[src/rtl/multicycle_controller_if.sv]
// Control/handshake bundle between the multi-cycle controller and the datapath/memories.
interface multicycle_controller_if;
  logic [31:0] instr_in;
  logic        imem_ready;
  logic        dmem_ready;
  logic        flag_z;
  logic        flag_n;
  logic        imem_req;
  logic        ir_load;
  logic [3:0]  alu_sel;
  logic        flags_wr;
  logic        dmem_rd;
  logic        dmem_wr;
  logic        reg_wr;
  logic [1:0]  wb_sel;
  logic        pc_wr;
  logic [1:0]  pc_sel;
  logic        busy;
  logic        err;

  modport master (
    input  instr_in, imem_ready, dmem_ready, flag_z, flag_n,
    output imem_req, ir_load, alu_sel, flags_wr, dmem_rd, dmem_wr,
           reg_wr, wb_sel, pc_wr, pc_sel, busy, err
  );

  modport slave (
    output instr_in, imem_ready, dmem_ready, flag_z, flag_n,
    input  imem_req, ir_load, alu_sel, flags_wr, dmem_rd, dmem_wr,
           reg_wr, wb_sel, pc_wr, pc_sel, busy, err
  );
endinterface

[src/rtl/multicycle_controller.sv]
// Multi-cycle CPU control FSM: fetch, decode, execute, memory, write-back sequencing
// with req/ready memory handshakes and a watchdog that traps a stalled memory.
module multicycle_controller #(
  parameter int unsigned MEM_TIMEOUT = 16
) (
  input  logic                    clk,
  input  logic                    rst,
  multicycle_controller_if.master bus
);

  localparam int unsigned OPC_W = 4;
  localparam int unsigned ALU_W = 4;
  localparam int unsigned SEL_W = 2;
  localparam int unsigned CNT_W = (MEM_TIMEOUT > 1) ? $clog2(MEM_TIMEOUT) : 1;

  localparam logic [OPC_W-1:0] OP_NOP  = 4'b0000;
  localparam logic [OPC_W-1:0] OP_ST   = 4'b0011;
  localparam logic [OPC_W-1:0] OP_ADD  = 4'b0100;
  localparam logic [OPC_W-1:0] OP_INC  = 4'b0101;
  localparam logic [OPC_W-1:0] OP_NEG  = 4'b0110;
  localparam logic [OPC_W-1:0] OP_SUB  = 4'b0111;
  localparam logic [OPC_W-1:0] OP_J    = 4'b1000;
  localparam logic [OPC_W-1:0] OP_BRZ  = 4'b1001;
  localparam logic [OPC_W-1:0] OP_JM   = 4'b1010;
  localparam logic [OPC_W-1:0] OP_BRN  = 4'b1011;
  localparam logic [OPC_W-1:0] OP_LD   = 4'b1110;
  localparam logic [OPC_W-1:0] OP_SVPC = 4'b1111;

  localparam logic [ALU_W-1:0] ALU_ADD  = 4'b0000;
  localparam logic [ALU_W-1:0] ALU_INC  = 4'b0001;
  localparam logic [ALU_W-1:0] ALU_NEG  = 4'b0010;
  localparam logic [ALU_W-1:0] ALU_SUB  = 4'b0011;
  localparam logic [ALU_W-1:0] ALU_PASS = 4'b0100;

  localparam logic [SEL_W-1:0] WB_ALU = 2'b00;
  localparam logic [SEL_W-1:0] WB_MEM = 2'b01;
  localparam logic [SEL_W-1:0] WB_PC  = 2'b10;

  localparam logic [SEL_W-1:0] PC_INC = 2'b00;
  localparam logic [SEL_W-1:0] PC_RS  = 2'b01;
  localparam logic [SEL_W-1:0] PC_MEM = 2'b10;

  typedef enum logic [2:0] {
    S_IDLE,
    S_FETCH,
    S_DECODE,
    S_EXEC,
    S_MEM,
    S_WB,
    S_ERR
  } state_t;

  state_t             state;
  state_t             state_nx;
  logic [OPC_W-1:0]   opcode;
  logic [OPC_W-1:0]   opcode_nx;
  logic [CNT_W-1:0]   wait_cnt;
  logic [CNT_W-1:0]   wait_cnt_nx;

  logic               is_alu;
  logic               is_mem;
  logic               timeout_hit;
  logic [ALU_W-1:0]   alu_op;
  logic               instr_unused;

  logic               imem_req;
  logic               ir_load;
  logic [ALU_W-1:0]   alu_sel;
  logic               flags_wr;
  logic               dmem_rd;
  logic               dmem_wr;
  logic               reg_wr;
  logic [SEL_W-1:0]   wb_sel;
  logic               pc_wr;
  logic [SEL_W-1:0]   pc_sel;
  logic               busy;
  logic               err;

  // Only the opcode field is consumed here; the rest of the word goes to the IR.
  assign instr_unused = ^bus.instr_in[27:0];

  assign is_alu = (opcode == OP_ADD) || (opcode == OP_INC) ||
                  (opcode == OP_NEG) || (opcode == OP_SUB);
  assign is_mem = (opcode == OP_LD) || (opcode == OP_ST) || (opcode == OP_JM);

  // Wait counter reaching the limit with ready still low traps the FSM.
  assign timeout_hit = (MEM_TIMEOUT != 0) && (wait_cnt == CNT_W'(MEM_TIMEOUT - 1));

  always_comb begin
    alu_op = ALU_ADD;
    unique case (opcode)
      OP_ADD:                  alu_op = ALU_ADD;
      OP_INC:                  alu_op = ALU_INC;
      OP_NEG:                  alu_op = ALU_NEG;
      OP_SUB:                  alu_op = ALU_SUB;
      OP_LD, OP_ST, OP_JM:     alu_op = ALU_PASS;
      default:                 alu_op = ALU_ADD;
    endcase
  end

  always_ff @(posedge clk) begin
    if (rst) begin
      state    <= S_IDLE;
      opcode   <= OP_NOP;
      wait_cnt <= '0;
    end else begin
      state    <= state_nx;
      opcode   <= opcode_nx;
      wait_cnt <= wait_cnt_nx;
    end
  end

  always_comb begin
    state_nx    = state;
    opcode_nx   = opcode;
    wait_cnt_nx = '0;
    imem_req    = 1'b0;
    ir_load     = 1'b0;
    alu_sel     = ALU_ADD;
    flags_wr    = 1'b0;
    dmem_rd     = 1'b0;
    dmem_wr     = 1'b0;
    reg_wr      = 1'b0;
    wb_sel      = WB_ALU;
    pc_wr       = 1'b0;
    pc_sel      = PC_INC;
    busy        = 1'b0;
    err         = 1'b0;

    unique case (state)
      S_IDLE: begin
        state_nx = S_FETCH;
      end

      S_FETCH: begin
        busy     = 1'b1;
        imem_req = 1'b1;
        if (bus.imem_ready) begin
          ir_load   = 1'b1;
          opcode_nx = bus.instr_in[31:28];
          state_nx  = S_DECODE;
        end else if (timeout_hit) begin
          state_nx = S_ERR;
        end else begin
          wait_cnt_nx = wait_cnt + CNT_W'(1);
        end
      end

      S_DECODE: begin
        busy     = 1'b1;
        state_nx = (is_alu || is_mem) ? S_EXEC : S_WB;
      end

      S_EXEC: begin
        busy     = 1'b1;
        alu_sel  = alu_op;
        flags_wr = is_alu;
        state_nx = is_mem ? S_MEM : S_WB;
      end

      S_MEM: begin
        busy    = 1'b1;
        alu_sel = alu_op;
        dmem_rd = (opcode == OP_LD) || (opcode == OP_JM);
        dmem_wr = (opcode == OP_ST);
        if (bus.dmem_ready) begin
          state_nx = S_WB;
        end else if (timeout_hit) begin
          state_nx = S_ERR;
        end else begin
          wait_cnt_nx = wait_cnt + CNT_W'(1);
        end
      end

      S_WB: begin
        busy     = 1'b1;
        alu_sel  = alu_op;
        pc_wr    = 1'b1;
        state_nx = S_FETCH;
        if (is_alu) begin
          reg_wr = 1'b1;
          wb_sel = WB_ALU;
        end
        unique case (opcode)
          OP_LD: begin
            reg_wr = 1'b1;
            wb_sel = WB_MEM;
          end
          OP_SVPC: begin
            reg_wr = 1'b1;
            wb_sel = WB_PC;
          end
          OP_J:    pc_sel = PC_RS;
          OP_JM:   pc_sel = PC_MEM;
          OP_BRZ:  pc_sel = bus.flag_z ? PC_RS : PC_INC;
          OP_BRN:  pc_sel = bus.flag_n ? PC_RS : PC_INC;
          default: pc_sel = PC_INC;
        endcase
      end

      S_ERR: begin
        err = 1'b1;
      end

      default: begin
        state_nx = S_IDLE;
      end
    endcase
  end

  assign bus.imem_req = imem_req;
  assign bus.ir_load  = ir_load;
  assign bus.alu_sel  = alu_sel;
  assign bus.flags_wr = flags_wr;
  assign bus.dmem_rd  = dmem_rd;
  assign bus.dmem_wr  = dmem_wr;
  assign bus.reg_wr   = reg_wr;
  assign bus.wb_sel   = wb_sel;
  assign bus.pc_wr    = pc_wr;
  assign bus.pc_sel   = pc_sel;
  assign bus.busy     = busy;
  assign bus.err      = err;

endmodule

[src/flat_wrapper.sv]
// flat-port wrapper written by rule: the top's interface ports become plain ports
module multicycle_controller_flat 
#(
  parameter int unsigned MEM_TIMEOUT = 16
)
  (clk, rst, bus_instr_in, bus_imem_ready, bus_dmem_ready, bus_flag_z, bus_flag_n, bus_imem_req, bus_ir_load, bus_alu_sel, bus_flags_wr, bus_dmem_rd, bus_dmem_wr, bus_reg_wr, bus_wb_sel, bus_pc_wr, bus_pc_sel, bus_busy, bus_err);
  multicycle_controller_if bus_i ();
  input  logic clk;
  input  logic rst;
  input wire logic [$bits(bus_i.instr_in)-1:0] bus_instr_in;
  input wire logic [$bits(bus_i.imem_ready)-1:0] bus_imem_ready;
  input wire logic [$bits(bus_i.dmem_ready)-1:0] bus_dmem_ready;
  input wire logic [$bits(bus_i.flag_z)-1:0] bus_flag_z;
  input wire logic [$bits(bus_i.flag_n)-1:0] bus_flag_n;
  output wire logic [$bits(bus_i.imem_req)-1:0] bus_imem_req;
  output wire logic [$bits(bus_i.ir_load)-1:0] bus_ir_load;
  output wire logic [$bits(bus_i.alu_sel)-1:0] bus_alu_sel;
  output wire logic [$bits(bus_i.flags_wr)-1:0] bus_flags_wr;
  output wire logic [$bits(bus_i.dmem_rd)-1:0] bus_dmem_rd;
  output wire logic [$bits(bus_i.dmem_wr)-1:0] bus_dmem_wr;
  output wire logic [$bits(bus_i.reg_wr)-1:0] bus_reg_wr;
  output wire logic [$bits(bus_i.wb_sel)-1:0] bus_wb_sel;
  output wire logic [$bits(bus_i.pc_wr)-1:0] bus_pc_wr;
  output wire logic [$bits(bus_i.pc_sel)-1:0] bus_pc_sel;
  output wire logic [$bits(bus_i.busy)-1:0] bus_busy;
  output wire logic [$bits(bus_i.err)-1:0] bus_err;
  assign bus_i.instr_in = bus_instr_in;
  assign bus_i.imem_ready = bus_imem_ready;
  assign bus_i.dmem_ready = bus_dmem_ready;
  assign bus_i.flag_z = bus_flag_z;
  assign bus_i.flag_n = bus_flag_n;
  assign bus_imem_req = bus_i.imem_req;
  assign bus_ir_load = bus_i.ir_load;
  assign bus_alu_sel = bus_i.alu_sel;
  assign bus_flags_wr = bus_i.flags_wr;
  assign bus_dmem_rd = bus_i.dmem_rd;
  assign bus_dmem_wr = bus_i.dmem_wr;
  assign bus_reg_wr = bus_i.reg_wr;
  assign bus_wb_sel = bus_i.wb_sel;
  assign bus_pc_wr = bus_i.pc_wr;
  assign bus_pc_sel = bus_i.pc_sel;
  assign bus_busy = bus_i.busy;
  assign bus_err = bus_i.err;
  multicycle_controller #(.MEM_TIMEOUT(MEM_TIMEOUT)) u_core (.clk(clk), .rst(rst), .bus(bus_i));
endmodule
[config.mk]
export PLATFORM = sky130hd
export DESIGN_NAME = multicycle_controller_flat
export DESIGN_NICKNAME = d
export VERILOG_FILES = /design/src/rtl/multicycle_controller_if.sv /design/src/rtl/multicycle_controller.sv /design/src/flat_wrapper.sv
export SDC_FILE = /design/constraint.sdc
export NUM_CORES = 1
export LEC_CHECK = 0
export ABC_AREA = 1
export CAP_MARGIN = 20
export CORE_ASPECT_RATIO = 1.5
export CORE_MARGIN = 2
export CORE_UTILIZATION = 33
export CTS_BUF_LIST = sky130_fd_sc_hd__clkbuf_8 sky130_fd_sc_hd__clkbuf_16
export DETAILED_ROUTE_END_ITERATION = 10
export GPL_ROUTABILITY_DRIVEN = 1
export PLACE_DENSITY = 0.78
export SLEW_MARGIN = 10
export SYNTH_ARGS = -nofsm -noshare
export SYNTH_HDL_FRONTEND = slang
export SYNTH_SLANG_ARGS = --single-unit
[constraint.sdc]
create_clock -name clk -period 1.4 [get_ports clk]
set_clock_uncertainty 0.15 [all_clocks]
set_input_delay 0.21 -clock clk [delete_from_list [all_inputs] [get_ports clk]]
set_output_delay 0.21 -clock clk [all_outputs]
set_load 0.005 [all_outputs]
==> Word level (Yosys, flattened, before mapping) <==
Cells that the tools add are included.
Widths: inputs -> output; s select.
{ "word_totals": {"output_inout_bits": 17, "elab_cells": 66, "reg_bits": 11} }
{ "op_classes": {"n_reduce_logical": 14, "n_mux": 30, "add_sub_neg": 1, "eq_ne": 18} }
{ "op_table": {"columns": ["operator", "count"], "rows": [
  ["$eq 4x4->1 const B", 7],
  ["$pmux 3 s6", 1],
  ["$eq 4x3->1 const B", 4],
  ["$mux 1", 15],
  ["$mux 3", 5],
  ["$mux 4", 3],
  ["$pmux 3 s4", 1],
  ["$eq 3x3->1 const B", 3],
  ["$pmux 2 s4", 1],
  ["$pmux 4 s2", 1],
  ["$logic_or 1x1->1", 7],
  ["$eq 3x2->1 const B", 2],
  ["$reduce_or 3->1", 2],
  ["$reduce_or 5->1", 1],
  ["$add 4x1->4 const B", 1],
  ["$eq 4x2->1 const B", 1],
  ["$mux 2", 2],
  ["$pmux 2 s2", 1],
  ["$reduce_or 2->1", 2],
  ["$eq 3x1->1 const B", 1],
  ["$logic_not 3->1", 1],
  ["$reduce_and 2->1", 1]
]} }

==> Depth between registers and ports, before layout <==
Gate-level depths: netlist of run 1.
{ "depth": {"ltp_word": 7, "depth_mapped": 10, "mapped_depth_nobuf": 9} }

==> Worst setup path before layout of run 1 <==
No wires, ideal clock.
{ "synth_path": {"path_type": "reg-to-output", "from": "register u_core.state[1]", "to": "output bus_reg_wr", "path_buffers": 1, "stages_incl_launch_ff": 7, "arrival_ns": 0.979, "path_slack_ns": 0.061, "cell_sequence": "dfxtp_1 buf_6 inv_1 nand2_1 nor2_2 inv_2 a211oi_2"} }
{ "synth_between": {"elab_chain_cells": 2} }
{ "synth_rtl": {"columns": ["element", "line", "source"], "rows": [
  ["start: declaration", "multicycle_controller.sv:53", "state_t state;"],
  ["start signal: assignment", "multicycle_controller.sv:107", "state <= state_nx;"],
  ["$eq 3x3->1", "multicycle_controller.sv:130", "unique case (state)"],
  ["$mux 1", "multicycle_controller.sv:130", null],
  ["end: declaration", "flat_wrapper.sv:21", "output wire logic [$bits(bus_i.reg_wr)-1:0] bus_reg_wr;"]
]} }
Every way passes these cells.

==> Final worst setup path of run 1 <==
{ "layout_path": {"from": "register u_core.state[0]", "to": "output bus_busy"} }
{ "layout_between": {"elab_chain_cells": 3, "word_cells_on_any_way": 7} }
{ "layout_rtl": {"columns": ["element", "line", "source"], "rows": [
  ["$eq 3x2->1, or another cell as far along", "multicycle_controller.sv:130", null],
  ["$reduce_or 5->1 (no line) (*)", null, null],
  ["$mux 1 (*)", "multicycle_controller.sv:130", null],
  ["end: declaration", "flat_wrapper.sv:25", "output wire logic [$bits(bus_i.busy)-1:0] bus_busy;"]
]} }
Every way passes the cells marked *; elsewhere a longest branch is shown, timed or not.

==> results of run 1 <==
power by group through the flow:
| stage | Clock, W | Combinational, W | Sequential [W] |
|---|---|---|---|
| 2_1_floorplan | 0 | 0.000109 | 0.000352 |
| 5_1_grt | 0.000331 | 0.000357 | 0.000356 |
| 4_1_cts | 0.000319 | 0.000266 | 0.000350 |
| 3_5_place_dp | 0 | 0.000230 | 0.000354 |
| 3_3_place_gp | 0 | 0.000227 | 0.000352 |
| 6_report | 0.000309 | 0.000334 | 0.000354 |
flip-flops by register name, summed over array words and instances, names as in the netlist:
name / cells
u_core.state: 3
u_core.opcode: 4
u_core.wait_cnt: 4
worst max-delay path: stages (launching register included):
cell and delay, ns:
dfxtp_2 0.35, buf_4 0.17, nor2_4 0.06, o21ai_0 0.19, clkdlybuf4s15_1 0.23
stage by stage:
step,hold WS (ns),utilization [%],instance area (µm²),cells,setup TNS [ns]
CTS,0.320,58.9,1280,193,-1.99
detailed placement,0.296,53.9,1170,185,-4.98
finish,0.324,66.4,1450,195,-1.75
global placement,0.287,53.9,1170,185,-4.30
floorplan,0.215,-,746,116,0
global route,0.339,66.4,1450,195,-2.93
synth_stat cells, types with 2 or more instances:
master,count
nand2_1,24
inv_1,17
nor2_1,17
dfxtp_1,11
nand3_1,10
o21ai_0,7
a21oi_1,5
inv_2,3
nor3_1,3
buf_6,2
nand2_2,2
nand4_1,2
nor2_4,2
final cells by class:
cell class / count / area share, %
inverter: 20 / 5.70
timing repair buffer: 55 / 31.3
clock buffer: 3 / 2.85
tap: 23 / 1.99
clock inverter: 1 / 0.259
sequential: 11 / 16.1
multi-input combinational: 82 / 41.9
cells by family (layout without fill, tap and decap cells):
| family | count (synthesis) | count (layout) | synth area share [%] |
|---|---|---|---|
| AND/OR/NAND/NOR | 64 | 64 | 41.1 |
| other | 1 | 1 | 0.503 |
| buffers and inverters | 23 | 79 | 14.1 |
| adder cells (fa/ha/maj) | 1 | 1 | 1.68 |
| XOR/XNOR | 2 | 2 | 2.35 |
| AO/OA/AOI/OAI | 14 | 14 | 10.7 |
| flip-flops | 11 | 11 | 29.5 |
timing repair:
item	4_1_cts	5_1_grt
setup buffers	4	2
endpoints found under the setup margin	24	26
cloned	0	1
hold endpoints to repair	0	0
resized for setup	85	55
pin swaps	10	16
metal layers:
metal	share of wire (%)	up-vias
li1	-	475
met1	37	449
met2	57	23
met3	2.5	10
met4	3.5	0
met5	0	-
final timing paths:
kind	startpoint	end	slack (ns)	cells after the start
setup reg to reg	u_core.state[2]	u_core.state[0]	0	8
hold / removal	u_core.wait_cnt[0]	u_core.wait_cnt[0]	0.32	1
setup / recovery	u_core.state[0]	bus_busy	-0.19	4
hold reg to reg	u_core.wait_cnt[0]	u_core.wait_cnt[0]	0.32	1
placed cells by master (no fill, tap or decap), types with 6 or more instances in the layout:
master and instances:
nor2_4 6, nor2_1 11, clkdlybuf4s50_1 9, inv_2 6
nand2_2 8, nand2_1 14, buf_2 13, nand3_1 6
buf_6 10, buf_4 20, inv_1 12
==> flow_metrics.tcl, run 1 <==
set metrics [dict create \
    outcome "finished, violations left" \
    violations "negative setup slack" \
    die_y_um 62.2 \
    rsz0062_at_grt "yes" \
    num_io_pins 55 \
    gp_congestion 0.815 \
    die-width_um 42.8 \
    clock_latency_ns 0.24 \
    hold_viol_final 0 \
    drive_gt1_share_pct 60.5 \
    post-route-period-util_pct 114 \
    cts-htree-levels 1 \
    seq_power_share_pct 35.5 \
    crit_fanout 4 \
    grt_pass1_vias 934 \
    grt_use_total_pct 18.6 \
    internal-power_w 0.000692 \
    drt.antenna.violating_nets 0 \
    clock-sinks 11 \
    cp.required_ns 1.04 \
    fmax_mhz 629 \
    dieArea_um2 2660 \
    io_buffers 25 \
    setup_violations 15 \
    crit_path_start_kind "register" \
    syn_nets 155 \
    sw_frac_of_total_pct 30.6 \
    met2_usage_pct 33.0 \
    drt-pass1-iter-count 4 \
    ctsRootBufferMaster "clkbuf_8" \
    fin_ws_ns -0.190 \
    antenna_found_initial 0 \
    register_area_um2 233 \
    synth-edff-count 0 \
    cts_tree "done" \
    finalNetCount 212 \
    core_um2 2180 \
    finalPower_w 0.000997 \
    busiest_layer "met2" \
    grt_pass1_wl_um 3930 \
    synth_top_area_share_pct 29.5 \
    end_kind "primary output" \
    ys_seq_area_share_pct 29.5 \
    synth_flop_cell "dfxtp_1" \
    hold_class "register to register" \
    critical_path_class "register to primary output" \
    synthTopCellsByArea "dfxtp_1, nand2_1, inv_1" \
    clk_path_buf_depth 2 \
    fill_cells 175 \
    row_count 21 \
    place_ws_ns -0.389 \
    synthesis.area_um2 746 \
    grt_max_degree 10 \
    grtUsageMet1_pct 20.9 \
    combPwrFrac_pct 33.5 \
    drc 0 \
    async_reset_ff_share_pct 0 \
    multiInputGateArea_um2 607 \
    drt_wl_total_um 2470 \
    period_needed_ns 1.59 \
    hold_buffers 0 \
    grt.met3_usage_pct 1.16 \
    synth_top_area_cell "dfxtp_1" \
    via_per_inst 4.91 \
    drtIter0Drc 29 \
    cts_buffers 3 \
    slew_viol_final 0 \
    syn_area_per_cell_um2 6.43 \
    area_growth_pct 94.3 \
    wl_per_cell_um 12.6 \
    p_sw_w 0.000306 \
    synth_cell_types 24 \
    yosysWarningCount 0 \
    drv_cap 0 \
    max-vdd-ir-drop_v 0.000606 \
    clk_pin_slew_ns 0.05 \
    p_clk_share_pct 31.0 \
    synthCells 116 \
    grt.overflow.total 0 \
    antennaDiodeCount 0 \
    p_per_area_nw_per_um2 688 \
    place_hpwl_um 1660 \
    initial_utilization_pct 34.2 \
    synth.ff_latch_count 11 \
    cp.arrival_ns 1.23 \
    vias 957 \
    power.leakage_nw 0.709 \
]
(Power assumes the default switching activity.)
==> run 2, diff against run 1 <==
--- a/config.mk
+++ b/config.mk
@@ -5,7 +5,6 @@
 export SDC_FILE = /design/constraint.sdc
 export NUM_CORES = 1
 export LEC_CHECK = 0
-export ABC_AREA = 1
 export CAP_MARGIN = 20
 export CORE_ASPECT_RATIO = 1.5
 export CORE_MARGIN = 2
@@ -13,7 +12,7 @@
 export CTS_BUF_LIST = sky130_fd_sc_hd__clkbuf_8 sky130_fd_sc_hd__clkbuf_16
 export DETAILED_ROUTE_END_ITERATION = 10
 export GPL_ROUTABILITY_DRIVEN = 1
-export PLACE_DENSITY = 0.78
+export PLACE_DENSITY = 0.79
 export SLEW_MARGIN = 10
 export SYNTH_ARGS = -nofsm -noshare
 export SYNTH_HDL_FRONTEND = slang
==> constraint.sdc (replaced) <==
create_clock -name clk -period 1.4 [get_ports clk]
set_clock_uncertainty 0.15 [all_clocks]
set_input_delay 0.21 -clock clk [delete_from_list [all_inputs] [get_ports clk]]
set_output_delay 0.21 -clock clk [all_outputs]
set_load 0.01 [all_outputs]
==> run 2 against run 1 <==
Net effect: the flow still finishes with violations (negative setup slack); via count is 1.1% lower; sequential share of layout area grew 0.65 points; sequential cell count is the same; non-clock buffer count is 11 higher; highest routed layer unchanged.
==> flow_metrics.tcl, run 2 <==
set metrics [dict create \
    drive_gt1_share_pct 65.4 \
    grt.overflow.total 0 \
    synth_flop_cell "dfxtp_1" \
    synth_most_common_cell "nor2_1" \
    fin_ws_ns -0.304 \
    grt_pass1_wl_um 4220 \
    internal-power_w 0.000682 \
    rsz0062_at_grt "yes" \
    async_reset_ff_share_pct 0 \
    layout_common_cells "buf_4, buf_2, nor2_1, buf_6, clkdlybuf4s50_1" \
    drt_wl_total_um 2820 \
    synth_top_area_cell "dfxtp_1" \
    drt-pass1-iter-count 3 \
    dieArea_um2 2580 \
    cts-htree-levels 1 \
    post-route-period-util_pct 122 \
    crit_path_cell_trace "and3b_1 > a21oi_2 > nor3b_2 > and2_1 > buf_2" \
    num_io_pins 55 \
    antenna_found_initial 0 \
    synth_top_area_share_pct 30.6 \
    synth_mux_area_share_pct 7.12 \
    final_common_cell "buf_4" \
    synthesis.area_um2 721 \
    post_synth_fa_ha_maj_area_fraction_pct 1.74 \
    hold_viol_final 0 \
    core_um2 2050 \
    p_sw_w 0.000270 \
    period_needed_ns 1.70 \
    fmax_mhz 587 \
    die_y_um 61.2 \
    synth_cell_types 37 \
    max-vdd-ir-drop_v 0.000598 \
    synthCells 95 \
    crit_fanout 6 \
    syn_area_per_cell_um2 7.59 \
    fin_hold_ws_ns 0.370 \
    slew_viol_final 0 \
    ys_seq_area_share_pct 30.6 \
    end_kind "primary output" \
    yosys-top-cells-count "nor2_1, dfxtp_1, a21oi_1" \
    sw_frac_of_total_pct 28.4 \
    row_count 20 \
    drc 0 \
    vias 946 \
    synth_compound_area_share_pct 14.6 \
    cts_buffers 3 \
    synthTopCellsByArea "dfxtp_1, nor2_1, a21oi_1" \
    clk_pin_slew_ns 0.05 \
    crit_path_start_kind "register" \
    critical_path_class "register to primary output" \
    clock_latency_ns 0.24 \
    finalNetCount 196 \
    hold_buffers 0 \
    yosysWarningCount 0 \
    setup_tns_ns -3.76 \
    grt_pass1_vias 942 \
    violations "negative setup slack" \
    grt_max_degree 7 \
    setup_violations 23 \
    ctsRootBufferMaster "clkbuf_8" \
    synth_simple_gate_area_share_pct 35.2 \
    gp_congestion 0.904 \
    clk_path_buf_depth 2 \
    hold_class "register to register" \
    place_hpwl_um 1660 \
    outcome "finished, violations left" \
    cp.required_ns 1.04 \
    syn_nets 134 \
    cp.arrival_ns 1.34 \
    io_buffers 25 \
    p_per_area_nw_per_um2 652 \
    wl_per_cell_um 15.8 \
    post_synth_xor_area_fraction_pct 1.22 \
    drt.antenna.violating_nets 0 \
    grt_use_total_pct 22.0 \
    synth.ff_latch_count 11 \
    cts_tree "done" \
    fill_cells 154 \
    via_per_inst 5.31 \
    synth_top_family_by_area "simple AND/OR/NAND/NOR gates" \
    initial_utilization_pct 35.1 \
    clock-sinks 11 \
    p_clk_share_pct 32.8 \
    die-width_um 42.2 \
    drv_cap 0 \
    reg.largest.list "u_core.opcode: 4 flops, u_core.wait_cnt: 4 flops, u_core.state: 3 flops" \
    power.leakage_nw 0.622 \
    synth-edff-count 0 \
    drtIter0Drc 30 \
    combPwrFrac_pct 31.0 \
    critical-path-slowest-cell "dfxtp_4" \
    slowest_delay_ns 0.37 \
    antennaDiodeCount 0 \
    area_growth_pct 103 \
    seq_power_share_pct 36.2 \
]
[run 2: routing by layer]
layer	routed length (µm)	up-vias	GRT usage (%)
met3	87	13	1.17
li1	-	450	-
met1	1020	456	20.1
met5	0	-	0
met4	111	0	10.7
met2	1600	27	48.4
[run 2: cell families (layout without fill, tap and decap cells)]
family | count (synthesis) | after routing
adder cells (fa/ha/maj) | 1 | 1
buffers and inverters | 13 | 74
AND/OR/NAND/NOR | 45 | 45
other | 1 | 1
flip-flops | 11 | 11
AO/OA/AOI/OAI | 18 | 18
XOR/XNOR | 1 | 1
multiplexers | 5 | 5
[run 2: cell type report]
| cell class | instances | area [µm²] | share of cell area (%) |
|---|---|---|---|
| clock buffers | 3 | 41.3 | 2.83 |
| clock inverters | 1 | 3.75 | 0.257 |
| multi-input cells | 71 | 599 | 41.0 |
| repair buffers | 66 | 529 | 36.2 |
| flip-flops and latches | 11 | 244 | 16.7 |
| well taps | 22 | 27.5 | 1.89 |
| inverters | 4 | 15.0 | 1.03 |
[run 2: final timing paths]
path,from,to,slack [ns],cells past startpoint
setup / recovery,u_core.state[2],bus_alu_sel[0],-0.30,5
hold / removal,u_core.wait_cnt[0],u_core.wait_cnt[0],0.37,2
setup reg to reg,u_core.state[0],u_core.opcode[3],-0.12,7
hold reg to reg,u_core.wait_cnt[0],u_core.wait_cnt[0],0.37,2
[run 2: timing repair]
| item | 4_1_cts | 5_1_grt |
|---|---|---|
| setup endpoints to repair | 25 | 26 |
| pin swaps | 8 | 12 |
| resized for setup | 98 | 21 |
| setup buffers | 8 | 4 |
| cloned | 0 | 0 |
| hold endpoints to repair | 0 | 0 |
[run 2: power by group through the flow]
stage | clock [W] | sequential, W | combinational (W)
after floorplan | 0 | 0.000338 | 0.000113
after global placement | 0 | 0.000354 | 0.000198
after detailed placement | 0 | 0.000354 | 0.000204
after CTS | 0.000320 | 0.000342 | 0.000253
after global routing | 0.000327 | 0.000346 | 0.000313
final | 0.000313 | 0.000345 | 0.000295
[run 2: worst max-delay path: cells and delay by family, from the launching register on]
| kind | cells | cell delay [ns] |
|---|---|---|
| and+or+nand+nor | 3 | 0.42 |
| buffers and inverters | 1 | 0.13 |
| AOI/OAI and AO/OA | 1 | 0.18 |
| DFF | 1 | 0.37 |
[run 2: through the flow]
stage	utilization (%)	instances	area [µm²]	setup slack [ns]	power [W]
finish	71.2	178	1460	-0.304	0.000952
global route	71.2	178	1460	-0.378	0.000987
CTS	66.0	174	1350	-0.309	0.000915
detailed placement	58.6	162	1200	-0.716	0.000558
global placement	58.6	162	1200	-0.684	0.000552
floorplan	-	95	757	-0.0381	0.000451
